## config.mk

```make
export PLATFORM = sky130hd
export DESIGN_NAME = apb_arb_master_flat
export DESIGN_NICKNAME = d
export VERILOG_FILES = /design/src/rtl/apb_arb_master_pkg.sv /design/src/rtl/apb_arb_master_if.sv /design/src/rtl/apb_arb_master_rr_arbiter.sv /design/src/rtl/apb_arb_master.sv /design/src/flat_wrapper.sv
export SDC_FILE = /design/constraint.sdc
export NUM_CORES = 1
export LEC_CHECK = 0
export CORE_MARGIN = 4
export CORE_UTILIZATION = 30
export CTS_CLUSTER_SIZE = 28
export DETAILED_ROUTE_END_ITERATION = 10
export GPL_ROUTABILITY_DRIVEN = 0
export PLACE_DENSITY = 0.69
export SYNTH_ARGS = -nofsm -noshare
export SYNTH_HDL_FRONTEND = slang
export SYNTH_SLANG_ARGS = --single-unit
```

## constraint.sdc

```tcl
create_clock -name pclk -period 3.65 [get_ports pclk]
set_input_delay 0.73 -clock pclk [delete_from_list [all_inputs] [get_ports pclk]]
set_output_delay 0.73 -clock pclk [all_outputs]
set_load 0.1 [all_outputs]
```

## src/rtl/apb_arb_master_pkg.sv

```systemverilog
// ============================================================================
// apb_pkg : shared FSM encoding and student-record register map | rev 1.0
// ============================================================================
`default_nettype none

package apb_pkg;

  typedef enum logic [1:0] {
    ST_IDLE   = 2'd0,
    ST_SETUP  = 2'd1,
    ST_ACCESS = 2'd2
  } apb_mst_st_t;

  localparam logic [7:0] REG_GROUP_NUM    = 8'h00;
  localparam logic [7:0] REG_DATE_DAY     = 8'h04;
  localparam logic [7:0] REG_DATE_MONTH   = 8'h05;
  localparam logic [7:0] REG_DATE_YEAR    = 8'h06;
  localparam logic [7:0] REG_STUDENT_ID   = 8'h07;
  localparam logic [7:0] REG_FIRST_NAME_1 = 8'h08;
  localparam logic [7:0] REG_FIRST_NAME_2 = 8'h09;
  localparam logic [7:0] REG_FIRST_NAME_3 = 8'h0A;
  localparam logic [7:0] REG_FIRST_NAME_4 = 8'h0B;
  localparam logic [7:0] REG_LAST_NAME_1  = 8'h0C;
  localparam logic [7:0] REG_LAST_NAME_2  = 8'h0D;
  localparam logic [7:0] REG_LAST_NAME_3  = 8'h0E;
  localparam logic [7:0] REG_LAST_NAME_4  = 8'h0F;

endpackage

`default_nettype wire

```

## src/rtl/apb_arb_master_if.sv

```systemverilog
// ============================================================================
// apb_arb_master_if : requester command/response and APB bus bundle | rev 1.0
// ============================================================================
`default_nettype none

interface apb_arb_master_if #(
  parameter int NREQ = 2,
  parameter int AW   = 32,
  parameter int DW   = 32
);
  logic [NREQ-1:0]    req_valid;
  logic [NREQ-1:0]    req_write;
  logic [NREQ*AW-1:0] req_addr;
  logic [NREQ*DW-1:0] req_wdata;
  logic [NREQ-1:0]    req_ready;
  logic [NREQ-1:0]    rsp_valid;
  logic [DW-1:0]      rsp_rdata;
  logic               rsp_err;
  logic [AW-1:0]      paddr;
  logic [DW-1:0]      pwdata;
  logic               pwrite;
  logic               psel;
  logic               penable;
  logic [DW-1:0]      prdata;
  logic               pready;
  logic               pslverr;

  modport master (
    input  req_valid, req_write, req_addr, req_wdata, prdata, pready, pslverr,
    output req_ready, rsp_valid, rsp_rdata, rsp_err, paddr, pwdata, pwrite, psel, penable
  );

  modport slave (
    output req_valid, req_write, req_addr, req_wdata, prdata, pready, pslverr,
    input  req_ready, rsp_valid, rsp_rdata, rsp_err, paddr, pwdata, pwrite, psel, penable
  );
endinterface

`default_nettype wire

```

## src/rtl/apb_arb_master_rr_arbiter.sv

```systemverilog
// ============================================================================
// rr_arbiter : one-hot round-robin grant searched upward from ptr_i | rev 1.0
// ============================================================================
`default_nettype none

module rr_arbiter #(
  parameter int NREQ = 2,
  parameter int PW   = (NREQ > 1) ? $clog2(NREQ) : 1
) (
  input  logic [NREQ-1:0] req_i,
  input  logic [PW-1:0]   ptr_i,
  output logic [NREQ-1:0] gnt_o,
  output logic [PW-1:0]   idx_o,
  output logic [PW-1:0]   ptr_nxt_o
);

  logic [PW:0]   sum;
  logic [PW-1:0] cand;
  logic          found;

  always_comb begin
    gnt_o = '0;
    idx_o = '0;
    found = 1'b0;
    sum   = '0;
    cand  = '0;
    for (int k = 0; k < NREQ; k++) begin
      // Modulo-NREQ wrap without a divider; ptr_i is always < NREQ.
      sum = {1'b0, ptr_i} + (PW+1)'(k);
      if (sum >= (PW+1)'(NREQ)) begin
        sum = sum - (PW+1)'(NREQ);
      end
      cand = sum[PW-1:0];
      if (!found && req_i[cand]) begin
        found       = 1'b1;
        gnt_o[cand] = 1'b1;
        idx_o       = cand;
      end
    end
  end

  assign ptr_nxt_o = (idx_o == PW'(NREQ - 1)) ? '0 : idx_o + PW'(1);

endmodule

`default_nettype wire

```

## src/rtl/apb_arb_master.sv

```systemverilog
// ============================================================================
// apb_arb_master : round-robin shared APB master with ACCESS timeout | rev 1.0
// ============================================================================
`default_nettype none

module apb_arb_master
  import apb_pkg::*;
#(
  parameter int NREQ    = 2,
  parameter int AW      = 32,
  parameter int DW      = 32,
  parameter int TIMEOUT = 16
) (
  input  logic                   pclk,
  input  logic                   preset,
  apb_arb_master_if.master       bus
);

  localparam int PW = (NREQ > 1) ? $clog2(NREQ) : 1;
  localparam int TW = (TIMEOUT > 0) ? $clog2(TIMEOUT + 1) : 1;
  localparam logic [TW-1:0] TMAX = TW'((TIMEOUT > 0) ? TIMEOUT - 1 : 0);

  localparam logic [1:0] S_IDLE   = ST_IDLE;
  localparam logic [1:0] S_SETUP  = ST_SETUP;
  localparam logic [1:0] S_ACCESS = ST_ACCESS;

  logic [1:0]      state_q, state_d;
  logic [PW-1:0]   ptr_q, ptr_d, own_q, own_d;
  logic            write_q, write_d;
  logic [AW-1:0]   addr_q, addr_d;
  logic [DW-1:0]   wdata_q, wdata_d;
  logic            psel_q, psel_d, penable_q, penable_d;
  logic [NREQ-1:0] rsp_valid_q, rsp_valid_d;
  logic [DW-1:0]   rsp_rdata_q, rsp_rdata_d;
  logic            rsp_err_q, rsp_err_d;
  logic [TW-1:0]   tmr_q, tmr_d;

  logic [NREQ-1:0] gnt;
  logic [PW-1:0]   gnt_idx, gnt_ptr_nxt;
  logic [AW-1:0]   req_addr_a  [NREQ];
  logic [DW-1:0]   req_wdata_a [NREQ];

  for (genvar i = 0; i < NREQ; i++) begin : g_unpack
    assign req_addr_a[i]  = bus.req_addr[i*AW +: AW];
    assign req_wdata_a[i] = bus.req_wdata[i*DW +: DW];
  end

  rr_arbiter #(.NREQ(NREQ), .PW(PW)) u_arb (
    .req_i     (bus.req_valid),
    .ptr_i     (ptr_q),
    .gnt_o     (gnt),
    .idx_o     (gnt_idx),
    .ptr_nxt_o (gnt_ptr_nxt)
  );

  always_comb begin
    state_d     = state_q;
    ptr_d       = ptr_q;
    own_d       = own_q;
    write_d     = write_q;
    addr_d      = addr_q;
    wdata_d     = wdata_q;
    psel_d      = psel_q;
    penable_d   = penable_q;
    rsp_valid_d = '0;
    rsp_rdata_d = rsp_rdata_q;
    rsp_err_d   = rsp_err_q;
    tmr_d       = tmr_q;
    case (state_q)
      S_IDLE: begin
        if (|bus.req_valid) begin
          own_d     = gnt_idx;
          write_d   = bus.req_write[gnt_idx];
          addr_d    = req_addr_a[gnt_idx];
          wdata_d   = req_wdata_a[gnt_idx];
          ptr_d     = gnt_ptr_nxt;
          psel_d    = 1'b1;
          penable_d = 1'b0;
          state_d   = S_SETUP;
        end
      end
      S_SETUP: begin
        penable_d = 1'b1;
        tmr_d     = '0;
        state_d   = S_ACCESS;
      end
      S_ACCESS: begin
        if (bus.pready) begin
          rsp_err_d          = bus.pslverr;
          rsp_rdata_d        = write_q ? '0 : bus.prdata;
          rsp_valid_d[own_q] = 1'b1;
          psel_d             = 1'b0;
          penable_d          = 1'b0;
          state_d            = S_IDLE;
        end else if (TIMEOUT != 0 && tmr_q == TMAX) begin
          rsp_err_d          = 1'b1;
          rsp_rdata_d        = '0;
          rsp_valid_d[own_q] = 1'b1;
          psel_d             = 1'b0;
          penable_d          = 1'b0;
          state_d            = S_IDLE;
        end else begin
          tmr_d = tmr_q + TW'(1);
        end
      end
      default: begin
        psel_d    = 1'b0;
        penable_d = 1'b0;
        state_d   = S_IDLE;
      end
    endcase
  end

  always_ff @(posedge pclk or posedge preset) begin
    if (preset) begin
      state_q     <= S_IDLE;
      ptr_q       <= '0;
      own_q       <= '0;
      write_q     <= 1'b0;
      addr_q      <= '0;
      wdata_q     <= '0;
      psel_q      <= 1'b0;
      penable_q   <= 1'b0;
      rsp_valid_q <= '0;
      rsp_rdata_q <= '0;
      rsp_err_q   <= 1'b0;
      tmr_q       <= '0;
    end else begin
      state_q     <= state_d;
      ptr_q       <= ptr_d;
      own_q       <= own_d;
      write_q     <= write_d;
      addr_q      <= addr_d;
      wdata_q     <= wdata_d;
      psel_q      <= psel_d;
      penable_q   <= penable_d;
      rsp_valid_q <= rsp_valid_d;
      rsp_rdata_q <= rsp_rdata_d;
      rsp_err_q   <= rsp_err_d;
      tmr_q       <= tmr_d;
    end
  end

  assign bus.req_ready = (state_q == S_IDLE) ? gnt : '0;
  assign bus.rsp_valid = rsp_valid_q;
  assign bus.rsp_rdata = rsp_rdata_q;
  assign bus.rsp_err   = rsp_err_q;
  assign bus.paddr     = addr_q;
  assign bus.pwdata    = wdata_q;
  assign bus.pwrite    = write_q;
  assign bus.psel      = psel_q;
  assign bus.penable   = penable_q;

endmodule

`default_nettype wire

```

## src/flat_wrapper.sv

```systemverilog
// flat-port wrapper written by rule: the top's interface ports become plain ports
module apb_arb_master_flat import apb_pkg::*;
#(
  parameter int NREQ    = 2,
  parameter int AW      = 32,
  parameter int DW      = 32,
  parameter int TIMEOUT = 16
)
  (pclk, preset, bus_req_valid, bus_req_write, bus_req_addr, bus_req_wdata, bus_prdata, bus_pready, bus_pslverr, bus_req_ready, bus_rsp_valid, bus_rsp_rdata, bus_rsp_err, bus_paddr, bus_pwdata, bus_pwrite, bus_psel, bus_penable);
  apb_arb_master_if #(.NREQ(NREQ), .AW(AW), .DW(DW)) bus_i ();
  input  logic pclk;
  input  logic preset;
  input wire logic [$bits(bus_i.req_valid)-1:0] bus_req_valid;
  input wire logic [$bits(bus_i.req_write)-1:0] bus_req_write;
  input wire logic [$bits(bus_i.req_addr)-1:0] bus_req_addr;
  input wire logic [$bits(bus_i.req_wdata)-1:0] bus_req_wdata;
  input wire logic [$bits(bus_i.prdata)-1:0] bus_prdata;
  input wire logic [$bits(bus_i.pready)-1:0] bus_pready;
  input wire logic [$bits(bus_i.pslverr)-1:0] bus_pslverr;
  output wire logic [$bits(bus_i.req_ready)-1:0] bus_req_ready;
  output wire logic [$bits(bus_i.rsp_valid)-1:0] bus_rsp_valid;
  output wire logic [$bits(bus_i.rsp_rdata)-1:0] bus_rsp_rdata;
  output wire logic [$bits(bus_i.rsp_err)-1:0] bus_rsp_err;
  output wire logic [$bits(bus_i.paddr)-1:0] bus_paddr;
  output wire logic [$bits(bus_i.pwdata)-1:0] bus_pwdata;
  output wire logic [$bits(bus_i.pwrite)-1:0] bus_pwrite;
  output wire logic [$bits(bus_i.psel)-1:0] bus_psel;
  output wire logic [$bits(bus_i.penable)-1:0] bus_penable;
  assign bus_i.req_valid = bus_req_valid;
  assign bus_i.req_write = bus_req_write;
  assign bus_i.req_addr = bus_req_addr;
  assign bus_i.req_wdata = bus_req_wdata;
  assign bus_i.prdata = bus_prdata;
  assign bus_i.pready = bus_pready;
  assign bus_i.pslverr = bus_pslverr;
  assign bus_req_ready = bus_i.req_ready;
  assign bus_rsp_valid = bus_i.rsp_valid;
  assign bus_rsp_rdata = bus_i.rsp_rdata;
  assign bus_rsp_err = bus_i.rsp_err;
  assign bus_paddr = bus_i.paddr;
  assign bus_pwdata = bus_i.pwdata;
  assign bus_pwrite = bus_i.pwrite;
  assign bus_psel = bus_i.psel;
  assign bus_penable = bus_i.penable;
  apb_arb_master #(.NREQ(NREQ), .AW(AW), .DW(DW), .TIMEOUT(TIMEOUT)) u_core (.pclk(pclk), .preset(preset), .bus(bus_i));
endmodule
```

======== Yosys cells after proc, flatten, opt, wreduce, memory -nomap -nowiden ========
Cells that the tools add are included.
operators by class
  equal/unequal tests ..................... 7
  order comparisons ....................... 10
  divide/modulo/power cells ............... 0
  bitwise gates (word level) .............. 3
  multiply operators ...................... 0
  shifts and indexed selects .............. 0
  reductions and logical operators ........ 14
  multiplexer cells ....................... 48
  add/subtract/negate cells ............... 5
operator list
  cell                                                                                  number
  32-bit two-way mux                                                                    9
  1-bit two-way mux                                                                     21
  2-bit two-way mux                                                                     9
  5-bit two-way mux                                                                     2
  5-bit case mux with 2 select lines                                                    1
  1-bit by 2-bit < comparator with 1-bit output (second input constant)                 4
  1-bit case mux with 3 select lines                                                    2
  2-bit case mux with 3 select lines                                                    1
  2-bit AND reduction                                                                   3
  3-bit AND reduction                                                                   2
  5-bit by 1-bit adder with 5-bit output (second input constant)                        1
  5-bit by 4-bit equality test with 1-bit output (second input constant)                1
  2-bit greater-or-equal comparator (second input constant)                             2
  1-bit logical AND                                                                     4
  2-bit inequality test (second input constant)                                         2
  2-bit nonzero test                                                                    2
  1-bit demux with 1-bit select                                                         3
  1-bit greater-or-equal comparator (second input constant)                             3
  3-bit by 2-bit inequality test with 1-bit output (second input constant)              1
  1-bit by 1-bit adder with 2-bit output (second input constant)                        1
  2-bit by 1-bit equality test with 1-bit output (second input constant)                1
  2-bit equality test (second input constant)                                           1
  1-bit by 2-bit greater-or-equal comparator with 1-bit output (second input constant)  1
  2-bit zero test                                                                       1
  8 further kinds                                                                       9
storage, ports and cells
  output and inout port bits .............. 104
  input bits .............................. 168
  bits in writable memories ............... 0
  latch bits .............................. 0
  word-level logic and storage cells ...... 99
  bits in registers ....................... 111
  memories kept ........................... 0
  bits in read-only memories .............. 0

======== Depth between registers and ports, before layout ========
  depth after elaboration ................. 12
  gate-level depth with buffers ........... 8
  depth with buffers taken out ............ 6

======== Cells and area by module ========
From an unflattened synthesis, not the netlist that was laid out.
unflattened totals
  cell total of the unflattened synthesis .. 414
  area total of the unflattened synthesis .. 5330.1 um^2
by module, submodules not included
  module          sequential area each (um^2)  cells an instance  times used  area each (um^2)
  apb_arb_master  2752.6                       409                1           5301.3
  rr_arbiter      0.0                          5                  1           28.8

======== Least setup slack after synthesis ========
OpenSTA, ideal clock, no wires.
  kind .................................... reg-to-output
  start ................................... reg u_core.state_q[1]
  end ..................................... out bus_req_ready[0]
  cell stages (with the launch flop) ...... 5
  arrival ................................. 1892 ps
  path buffers ............................ 2
  data required time ...................... 2920 ps
  path slack .............................. 1028 ps
  cell sequence ........................... dfrtp_1 > nor2_2 > and3_1 > clkbuf_1 > buf_2
on the way
  longest elaborated chain between the ends .. 2
RTL lines
  what                    RTL line               text
  start, declared         apb_arb_master.sv:27   logic [1:0] state_q, state_d;
  start signal, assigned  apb_arb_master.sv:129  state_q <= state_d;
  2-bit zero test         apb_arb_master.sv:144  assign bus.req_ready = (state_q == S_IDLE) ? gnt : '0;
  2-bit two-way mux       apb_arb_master.sv:144
  end, declared           flat_wrapper.sv:20     output wire logic [$bits(bus_i.req_ready)-1:0] bus_req_ready;
No other way between the ends.

======== Final worst setup path ========
  start ................................... reg u_core.state_q[1]
  end ..................................... out bus_req_ready[1]
Same word-level chain as after synthesis.

==> impl_metrics.py <==
metrics = {
    "worst_setup_path": {
        "cp-endpoint": "bus_req_ready[1]",
        "reg2regPathDepth": 5,
        "path_cells": "nor2_4 > buf_4 > and3_2 > buf_12",
        "critPathRequiredTime_ns": 2.92,
        "r2r-start": "u_core.state_q[1]$_DFFE_PP0P_",
        "arrival_ns": 2.15,
        "path_max_fanout": 67,
        "reg2reg_to": "u_core.bus.pwdata[1]$_DFFE_PP0P_",
        "reg2reg_slack_ns": 1.06,
        "end_kind": "output port",
        "slowest_stage": "dfrtp_1",
        "start_kind": "flip-flop",
        "criticalPathCategory": "reg2out",
        "crit_start": "u_core.state_q[1]$_DFFE_PP0P_",
        "crit_path_max_incr_delay_ns": 0.58,
    },
    "final_layout": {
        "diodes": 0,
        "final_cell_mix": "267 x clkdlybuf4s50_1, 110 x dfrtp_1, 65 x a221o_1",
        "num-nets-final": 782,
        "fill_cells": 1348,
        "drive_above_1_share_pct": 5.19,
        "area_growth_pct": 68.6,
        "final_common_cell": "clkdlybuf4s50_1",
    },
    "grt": {
        "antenna_found_initial": 0,
        "grt_max_degree": 68,
        "grt_usage_pct": 17.4,
        "grt_overflow": 0,
        "grt_pass1_wl_um": 24900,
        "grt_pass1_vias": 4665,
    },
    "routing": {
        "met2_length_um": 7490,
        "first_pass_iters": 4,
        "vias": 4233,
        "drt-met1-wl_um": 6330,
        "drc": 0,
        "met3_length_um": 1330,
        "routedWlPerCell_um": 18.6,
        "top_layer": "met4",
        "ant_nets": 0,
        "drt-initial-drc-count": 160,
        "viasPerCell": 5.11,
        "route.final.wire_length_um": 15400,
    },
    "run": {
        "maxCapViolCount": 0,
    },
    "sta": {
        "finalCritPeriodShare_pct": 78.8,
        "fin_crit_ns": 2.88,
        "final_max_slew_viol_count": 0,
        "fin_skew_ns": 0.00843,
        "hold_violations": 0,
        "fmax_mhz": 348,
        "worst_slew_pin_slew_ns": 1.16,
        "slew_headroom_pct": 23.0,
        "rsz0062_at_grt": "false",
        "setup_tns_ns": 0,
        "finalSetupViolCount": 0,
    },
    "synth": {
        "postSynthAreaPerCell_sq_um": 12.9,
        "synth_warnings": 0,
        "synth_flop_cell": "dfrtp_1",
        "synth_cell_type_count": 29,
        "synth_seq_cells": 110,
        "yosysSeqAreaShare_pct": 58.8,
        "syn_nets": 532,
        "postSynthCellCount": 362,
        "synth_edf_count": 0,
        "synthesis.area_sq_um": 4680,
        "synth_async_sr_flop_share_pct": 100,
    },
    "cts": {
        "cts_resized": 0,
        "htreeDepth": 3,
        "clk_pin_slew_ns": 0.07,
        "clk_latency_ns": 0.34,
        "ctsHoldBuffers": 0,
        "cts_tree": "done",
        "cts-buffers-inserted": 9,
        "cts_root_buffer": "clkbuf_16",
        "cts.sinks": 110,
        "post_cts_buffers": 0,
        "clk_path_buf_depth": 2,
    },
    "die": {
        "die-height_um": 133,
        "row_count": 45,
        "die_w_um": 133,
        "dieArea_sq_um": 17700,
        "core_sq_um": 15300,
        "pin_count": 272,
        "start_util_pct": 30.7,
    },
    "placement": {
        "hpwl_um": 11100,
        "io_buffers": 271,
    },
    "hold_path": {
        "hold_path.class": "reg2reg",
    },
    "run_status": {
        "status": "finished, final reports clean",
    },
}
==> worst max-delay path, delay by kind of cell (launching register included) <==
family	cells	cell delay, ns
buf+inv	2	0.69
flops	1	0.58
simple gates	2	0.52
==> stage by stage <==
| stage | utilization, % | worst slack (ns) | hold WS [ns] | cells | instance area, sq um |
|---|---|---|---|---|---|
| 2_1_floorplan | - | 0.0177 | 0.426 | 362 | 4680 |
| 3_3_place_gp | 49.5 | 0.843 | 0.441 | 812 | 7560 |
| 3_5_place_dp | 49.5 | 0.765 | 0.445 | 812 | 7560 |
| 4_1_cts | 51.7 | 0.681 | 0.456 | 828 | 7890 |
| 5_1_grt | 51.7 | 0.567 | 0.485 | 828 | 7890 |
| 6_report | 51.7 | 0.773 | 0.459 | 828 | 7890 |
==> cell type report <==
type                    count  area, sq um  area share (%)
multi-input cells         206         1720            21.8
inverters                   7         28.8           0.365
well taps                 211          264            3.35
flip-flops and latches    110         2750            34.9
clock buffers              11          243            3.08
clock inverters             5         88.8            1.13
repair buffers            278         2790            35.4
==> kinds of logic after synthesis <==
kind of cell | share of synthesized area (%)
AO/OA/AOI/OAI | 32.7
flip-flops | 58.8
buffers and inverters | 4.65
AND/OR/NAND/NOR | 3.08
adder cells (fa/ha/maj) | 0.535
multiplexers | 0.214
==> synthesized netlist by cell type, types with 3 or more instances <==
| master | count | area share [%] |
|---|---|---|
| a21boi_0 | 64 | 10 |
| a221o_1 | 65 | 14 |
| a22o_1 | 37 | 6.9 |
| and3_1 | 4 | 0.53 |
| buf_2 | 12 | 1.3 |
| buf_6 | 4 | 0.96 |
| clkbuf_1 | 23 | 1.8 |
| dfrtp_1 | 110 | 59 |
| inv_1 | 7 | 0.56 |
| nand2_1 | 4 | 0.32 |
| nand3_1 | 3 | 0.32 |
| nor2_1 | 7 | 0.56 |
==> per-layer routing <==
layer  vias up  GRT usage [%]
met3        16           5.44
met2       202           29.5
met4         0           5.08
met5         -              0
li1       1926              -
met1      2089           21.3
==> registers in the layout, indices dropped and copies added (netlist names) <==
| name | flops |
|---|---|
| u_core.bus.rsp_err | 1 |
| u_core.ptr_q | 1 |
| u_core.bus.psel | 1 |
| u_core.state_q | 2 |
| u_core.bus.paddr | 32 |
| u_core.bus.rsp_rdata | 32 |
| u_core.bus.pwdata | 32 |
| u_core.tmr_q | 5 |
| u_core.own_q | 1 |
| u_core.bus.rsp_valid | 2 |
| u_core.bus.pwrite | 1 |
==> how the worst min path moves through the flow <==
stage | start | end | slack, ns | cells after the start
final | u_core.own_q$_DFFE_PP0P_ | u_core.bus.rsp_valid[0]$_DFF_PP0_ | 0.46 | 1
after global routing | u_core.own_q$_DFFE_PP0P_ | u_core.bus.rsp_valid[0]$_DFF_PP0_ | 0.48 | 1
after CTS | u_core.own_q$_DFFE_PP0P_ | u_core.bus.rsp_valid[0]$_DFF_PP0_ | 0.46 | 1
after detailed placement | u_core.own_q$_DFFE_PP0P_ | u_core.bus.rsp_valid[0]$_DFF_PP0_ | 0.45 | 1
after global placement | u_core.own_q$_DFFE_PP0P_ | u_core.bus.rsp_valid[0]$_DFF_PP0_ | 0.44 | 1
after floorplan | u_core.own_q$_DFFE_PP0P_ | u_core.bus.rsp_valid[0]$_DFF_PP0_ | 0.43 | 1
Power is not shown: default switching activity piles up to over one toggle a cycle in this logic, so the estimate is an artifact.
